`src/rtl/llc_output_encoder.sv`:
```
// llc_output_encoder: transmit-side message buffer for the LLC controller.
// Four independent channels (rsp, fwd, mem, dma). Each channel has its own
// small FIFO that drives a valid/ready interface toward the NoC or memory.
// The controller FSM gets two status signals: out_stall, which gates new
// pushes, and idle, which tells it all queued traffic has drained.

// One channel FIFO. valid and head_data come only from registered state, so
// there is no combinational path from push/push_data to the outputs.
module llc_enc_fifo #(
  parameter int unsigned DEPTH = 2,
  parameter int unsigned W     = 64
) (
  input  logic                     clk,
  input  logic                     rst,
  input  logic                     push,
  input  logic [W-1:0]             push_data,
  input  logic                     ready,
  output logic                     valid,
  output logic [W-1:0]             head_data,
  output logic [$clog2(DEPTH):0]   count,
  output logic                     drop
);

  localparam int unsigned AW = $clog2(DEPTH);
  localparam int unsigned CW = AW + 1;

  logic [W-1:0]  mem_r [DEPTH];
  logic [AW-1:0] wr_ptr_r;
  logic [AW-1:0] rd_ptr_r;
  logic [CW-1:0] count_r;
  logic          pop_s;
  logic          accept_s;
  logic          drop_s;

  // Handshake decode. A full FIFO still accepts a push when the head leaves
  // on the same edge, because that frees the slot being written.
  always_comb begin
    pop_s    = 1'b0;
    accept_s = 1'b0;
    drop_s   = 1'b0;
    if (count_r != CW'(0)) begin
      pop_s = ready;
    end else begin
      pop_s = 1'b0;
    end
    if (push) begin
      if ((count_r < CW'(DEPTH)) || pop_s) begin
        accept_s = 1'b1;
      end else begin
        drop_s = 1'b1;
      end
    end else begin
      accept_s = 1'b0;
      drop_s   = 1'b0;
    end
  end

  // Pointer and occupancy state. The pointers are log2(DEPTH) bits wide, so
  // they wrap modulo DEPTH on their own. The extra count bit tells full from
  // empty when the two pointers are equal.
  always_ff @(posedge clk or negedge rst) begin
    if (!rst) begin
      wr_ptr_r <= {AW{1'b0}};
      rd_ptr_r <= {AW{1'b0}};
      count_r  <= {CW{1'b0}};
    end else begin
      if (accept_s) begin
        wr_ptr_r <= wr_ptr_r + AW'(1);
      end
      if (pop_s) begin
        rd_ptr_r <= rd_ptr_r + AW'(1);
      end
      case ({accept_s, pop_s})
        2'b10:   count_r <= count_r + CW'(1);
        2'b01:   count_r <= count_r - CW'(1);
        default: count_r <= count_r;
      endcase
    end
  end

  // Payload storage. It is cleared on reset so head_data reads zero out of reset.
  always_ff @(posedge clk or negedge rst) begin
    if (!rst) begin
      for (int i = 0; i < int'(DEPTH); i++) begin
        mem_r[i] <= {W{1'b0}};
      end
    end else if (accept_s) begin
      mem_r[wr_ptr_r] <= push_data;
    end
  end

  assign valid     = (count_r != CW'(0));
  assign head_data = mem_r[rd_ptr_r];
  assign count     = count_r;
  assign drop      = drop_s;

endmodule

// Top level: four channel FIFOs plus the status aggregation.
// DEPTH must be a power of two and at least 2.
module llc_output_encoder #(
  parameter int unsigned DEPTH = 2,
  parameter int unsigned RSP_W = 64,
  parameter int unsigned FWD_W = 64,
  parameter int unsigned MEM_W = 128,
  parameter int unsigned DMA_W = 128
) (
  input  logic             clk,
  input  logic             rst,
  input  logic             rsp_push,
  input  logic [RSP_W-1:0] rsp_data,
  input  logic             fwd_push,
  input  logic [FWD_W-1:0] fwd_data,
  input  logic             mem_push,
  input  logic [MEM_W-1:0] mem_data,
  input  logic             dma_push,
  input  logic [DMA_W-1:0] dma_data,
  output logic             llc_rsp_out_valid,
  input  logic             llc_rsp_out_ready,
  output logic [RSP_W-1:0] llc_rsp_out_data,
  output logic             llc_fwd_out_valid,
  input  logic             llc_fwd_out_ready,
  output logic [FWD_W-1:0] llc_fwd_out_data,
  output logic             llc_mem_req_valid,
  input  logic             llc_mem_req_ready,
  output logic [MEM_W-1:0] llc_mem_req_data,
  output logic             llc_dma_rsp_out_valid,
  input  logic             llc_dma_rsp_out_ready,
  output logic [DMA_W-1:0] llc_dma_rsp_out_data,
  output logic [3:0]       full,
  output logic             out_stall,
  output logic             idle,
  output logic             overflow_err
);

  localparam int unsigned CW = $clog2(DEPTH) + 1;

  logic [CW-1:0] rsp_count_s;
  logic [CW-1:0] fwd_count_s;
  logic [CW-1:0] mem_count_s;
  logic [CW-1:0] dma_count_s;
  logic [3:0]    drop_s;
  logic          overflow_err_r;

  llc_enc_fifo #(.DEPTH(DEPTH), .W(RSP_W)) u_rsp_fifo (
    .clk       (clk),
    .rst       (rst),
    .push      (rsp_push),
    .push_data (rsp_data),
    .ready     (llc_rsp_out_ready),
    .valid     (llc_rsp_out_valid),
    .head_data (llc_rsp_out_data),
    .count     (rsp_count_s),
    .drop      (drop_s[0])
  );

  llc_enc_fifo #(.DEPTH(DEPTH), .W(FWD_W)) u_fwd_fifo (
    .clk       (clk),
    .rst       (rst),
    .push      (fwd_push),
    .push_data (fwd_data),
    .ready     (llc_fwd_out_ready),
    .valid     (llc_fwd_out_valid),
    .head_data (llc_fwd_out_data),
    .count     (fwd_count_s),
    .drop      (drop_s[1])
  );

  llc_enc_fifo #(.DEPTH(DEPTH), .W(MEM_W)) u_mem_fifo (
    .clk       (clk),
    .rst       (rst),
    .push      (mem_push),
    .push_data (mem_data),
    .ready     (llc_mem_req_ready),
    .valid     (llc_mem_req_valid),
    .head_data (llc_mem_req_data),
    .count     (mem_count_s),
    .drop      (drop_s[2])
  );

  llc_enc_fifo #(.DEPTH(DEPTH), .W(DMA_W)) u_dma_fifo (
    .clk       (clk),
    .rst       (rst),
    .push      (dma_push),
    .push_data (dma_data),
    .ready     (llc_dma_rsp_out_ready),
    .valid     (llc_dma_rsp_out_valid),
    .head_data (llc_dma_rsp_out_data),
    .count     (dma_count_s),
    .drop      (drop_s[3])
  );

  // Sticky error flag: any dropped push on any channel sets it until reset.
  always_ff @(posedge clk or negedge rst) begin
    if (!rst) begin
      overflow_err_r <= 1'b0;
    end else if (|drop_s) begin
      overflow_err_r <= 1'b1;
    end
  end

  // full, out_stall and idle are decoded combinationally from the registered
  // counts. That lets the FSM gate pushes in the same cycle the limit is hit.
  assign full = {dma_count_s == CW'(DEPTH),
                 mem_count_s == CW'(DEPTH),
                 fwd_count_s == CW'(DEPTH),
                 rsp_count_s == CW'(DEPTH)};
  assign out_stall    = |full;
  assign idle         = (rsp_count_s == CW'(0)) && (fwd_count_s == CW'(0)) &&
                        (mem_count_s == CW'(0)) && (dma_count_s == CW'(0));
  assign overflow_err = overflow_err_r;

endmodule

```
`config.mk`:
```
export PLATFORM = sky130hd
export DESIGN_NAME = llc_output_encoder
export DESIGN_NICKNAME = d
export VERILOG_FILES = /design/src/rtl/llc_output_encoder.sv
export SDC_FILE = /design/constraint.sdc
export NUM_CORES = 1
export LEC_CHECK = 0
export CORE_MARGIN = 10
export CORE_UTILIZATION = 30
export CTS_CLUSTER_SIZE = 28
export DETAILED_ROUTE_END_ITERATION = 7
export PLACE_DENSITY_LB_ADDON = 0.05
export SYNTH_ARGS = -nofsm -noshare
export SYNTH_HDL_FRONTEND = slang
export SYNTH_SLANG_ARGS = --single-unit
```
`constraint.sdc`:
```
create_clock -name clk -period 1.55 [get_ports clk]
set_input_delay 0.155 -clock clk [delete_from_list [all_inputs] [get_ports clk]]
set_output_delay 0.155 -clock clk [all_outputs]
set_load 0.05 [all_outputs]
```
==> flow_metrics.tcl <==
set metrics [dict create \
    status "complete, but fails checks" \
    violations "setup timing" \
    gp_congestion 0.832 \
    layout_worst_path_cycle_share_pct 143 \
    synth-compound-area-share_pct 0.0422 \
    hold_start "fwd_data[54]" \
    nets 3570 \
    cts_buffers 94 \
    io_pins 789 \
    cts_buffer_depth 3 \
    setup_viol 1046 \
    die_w_microns 364 \
    fin_area_sq_um 52800 \
    wl_per_cell_microns 25.5 \
    grt_pass1_wl_mm 170 \
    hold_viol_final 0 \
    grt_max_degree 63 \
    grtUsageMet3_pct 6.29 \
    endpoint_kind "output port" \
    syn-num-nets 2524 \
    post_dp_cell_area_sq_um 45800 \
    grt_pass1_vias 24800 \
    gr-total-overflow 0 \
    initial_core_util_pct 30.2 \
    synth.mux.area_fraction_pct 39.8 \
    met2_usage_pct 28.9 \
    fp.dieH_microns 364 \
    fmax_mhz 452 \
    max-cap-violations 0 \
    placed_cells 4527 \
    path_class "register to output port" \
    root_buffer "clkbuf_16" \
    synth_fa_ha_area_share_pct 0.141 \
    clkSlewWorstSetupHoldPaths_ps 60 \
    synth_xor_area_share_pct 0.492 \
    core_area_sq_um 118000 \
    tightest_slew_ps 989 \
    ys_types 28 \
    cp_data_arrival_time_ps 2060 \
    hold_end "u_fwd_fifo.mem_r[118]" \
    synth_edf_count 0 \
    wl_mm 122 \
    drt_iter0_drc 681 \
    whs_path_depth 2 \
    fin_crit_ps 2210 \
    port_buffers 788 \
    drive_gt1_share_pct 61.5 \
    route.detailed.drc 0 \
    synth_area_per_cell_sq_um 16.7 \
    final_common_cell "dfrtp_1" \
    path_max_fanout 3 \
    ant_nets 0 \
    ff2ff_path_depth 10 \
    drt_first_pass_iters 4 \
    required_ps 1390 \
    clock_latency_ps 670 \
    seq_area_sq_um 19700 \
    fin_tns_setup_ps -362020 \
    max-slew-margin-rel_pct 33.8 \
    syn_inst 2126 \
    vias 22100 \
    slew_viol_final 0 \
    rsz0062_at_grt "true" \
    hpwlAfterDp_mm 87.9 \
    yosysWarnings 0 \
    areaGrowthSynthToFinish_pct 48.4 \
    fillCellCount 10500 \
    grt_usage_pct 17.0 \
    multi_input_area_sq_um 15300 \
    grt_util_met1_pct 19.9 \
    crit_path_start_kind "register" \
    synth-simple-area-share_pct 0.795 \
    grt.busiest_layer "met2" \
    fin_cells 4796 \
    clock_skew_ps 21.4 \
    antenna_found_initial 44 \
    final_cell_mix "dfrtp_1, mux2_2, mux2_4, clkdlybuf4s50_1, buf_6" \
    rr_startpoint "u_mem_fifo.count[1]" \
    rows 126 \
    synth_seq_cells 785 \
    cts_sinks 785 \
    synth_area_sq_um 35600 \
    vias_per_cell 4.61 \
    synth_ff_type "dfrtp_1" \
    rrSetupSlack_ps -540 \
    tritoncts "built" \
    r2r_end "u_mem_fifo.mem_r[132]" \
    htree_num_levels 3 \
    synth_top_family_by_area "multiplexers" \
    hp-class "input port to register" \
    seq_area_frac_synth_pct 55.2 \
    setup_ws_ps -663 \
    dieArea_sq_um 133000 \
    async_flop_share_pct 100 \
]
timing repair:
item | CTS | global route
setup endpoints to repair | 913 | 1022
gates cloned | 5 | 40
hold buffers | 2 | 0
pin swaps | 3 | 8
setup buffers | 16 | 27
gates resized for setup | 120 | 490
hold endpoints to repair | 690 | 0
flip-flops by register name, indices dropped and copies added (netlist names):
name	cells
u_fwd_fifo.rd_ptr_r	1
u_fwd_fifo.mem_r	128
u_fwd_fifo.count	2
u_rsp_fifo.rd_ptr_r	1
overflow_err	1
u_mem_fifo.mem_r	256
u_mem_fifo.count	2
u_rsp_fifo.wr_ptr_r	1
u_dma_fifo.mem_r	256
u_fwd_fifo.wr_ptr_r	1
u_mem_fifo.rd_ptr_r	1
u_dma_fifo.count	2
u_rsp_fifo.mem_r	128
u_dma_fifo.wr_ptr_r	1
u_mem_fifo.wr_ptr_r	1
u_rsp_fifo.count	2
u_dma_fifo.rd_ptr_r	1
final cells by class:
cell class                      instances  share of cell area [%]
Tap cell                             1536                    3.64
Antenna cell                           13                  0.0616
Clock inverter                         28                   0.707
Timing Repair Buffer                 1074                    23.9
Sequential cell                       785                    37.2
Multi-Input combinational cell       1217                    29.0
Clock buffer                          143                    5.36
metrics by stage:
stage	hold slack [ps]	utilization (%)	setup slack [ps]
after floorplan	-141	-	-27.4
after global placement	84.0	38.8	-402
after detailed placement	88.6	38.8	-432
after CTS	64.3	42.2	-738
after global routing	107	44.7	-741
final	127	44.7	-663
synthesized netlist by cell type (5+ instances only):
cell type / n / area share [%]
nand2_1: 5 / 0.053
buf_6: 45 / 1.4
xor2_1: 8 / 0.20
buf_12: 22 / 1.2
xnor2_1: 12 / 0.30
dfrtp_1: 785 / 55
clkbuf_1: 8 / 0.084
mux2_4: 320 / 14
mux2_1: 31 / 0.98
mux2_2: 801 / 25
buf_2: 46 / 0.65
per-layer routing:
metal  share of wire [%]  routed length, microns
met5                0.32                     391
met1                  40                   49000
met2                  49                   59900
met3                 8.0                    9770
met4                 2.6                    3230
worst max-delay path, cell delays in order, from the launching register on:
cell	delay [ps]
dfrtp_1	390
buf_6	130
or2_4	240
buf_12	130
nor4_4	320
buf_12	180
logic make-up (layout without fill, tap and decap cells):
| kind of cell | Yosys count | in the layout |
|---|---|---|
| adders and majority gates | 4 | 4 |
| muxes | 1152 | 1152 |
| AOI/OAI and AO/OA | 2 | 2 |
| buffers and inverters | 124 | 1245 |
| xor gates and xnor gates | 20 | 20 |
| DFF | 785 | 785 |
| and+or+nand+nor | 39 | 39 |
| other | 0 | 13 |
worst max-delay path by stage:
stage                                    from                    end  slack (ps)  depth (start not counted)
after floorplan           u_fwd_fifo.count[1]                   idle         -30                          2
after global placement      llc_mem_req_ready  u_mem_fifo.mem_r[235]        -400                          6
after detailed placement    llc_mem_req_ready  u_mem_fifo.mem_r[223]        -430                          6
after CTS                 u_mem_fifo.rd_ptr_r   llc_mem_req_data[67]        -740                          4
after global routing      u_fwd_fifo.count[1]                   idle        -740                          5
final                     u_fwd_fifo.count[1]                   idle        -660                          5
Power is not shown: default switching activity piles up to over one toggle a cycle in this logic, so the estimate is an artifact.
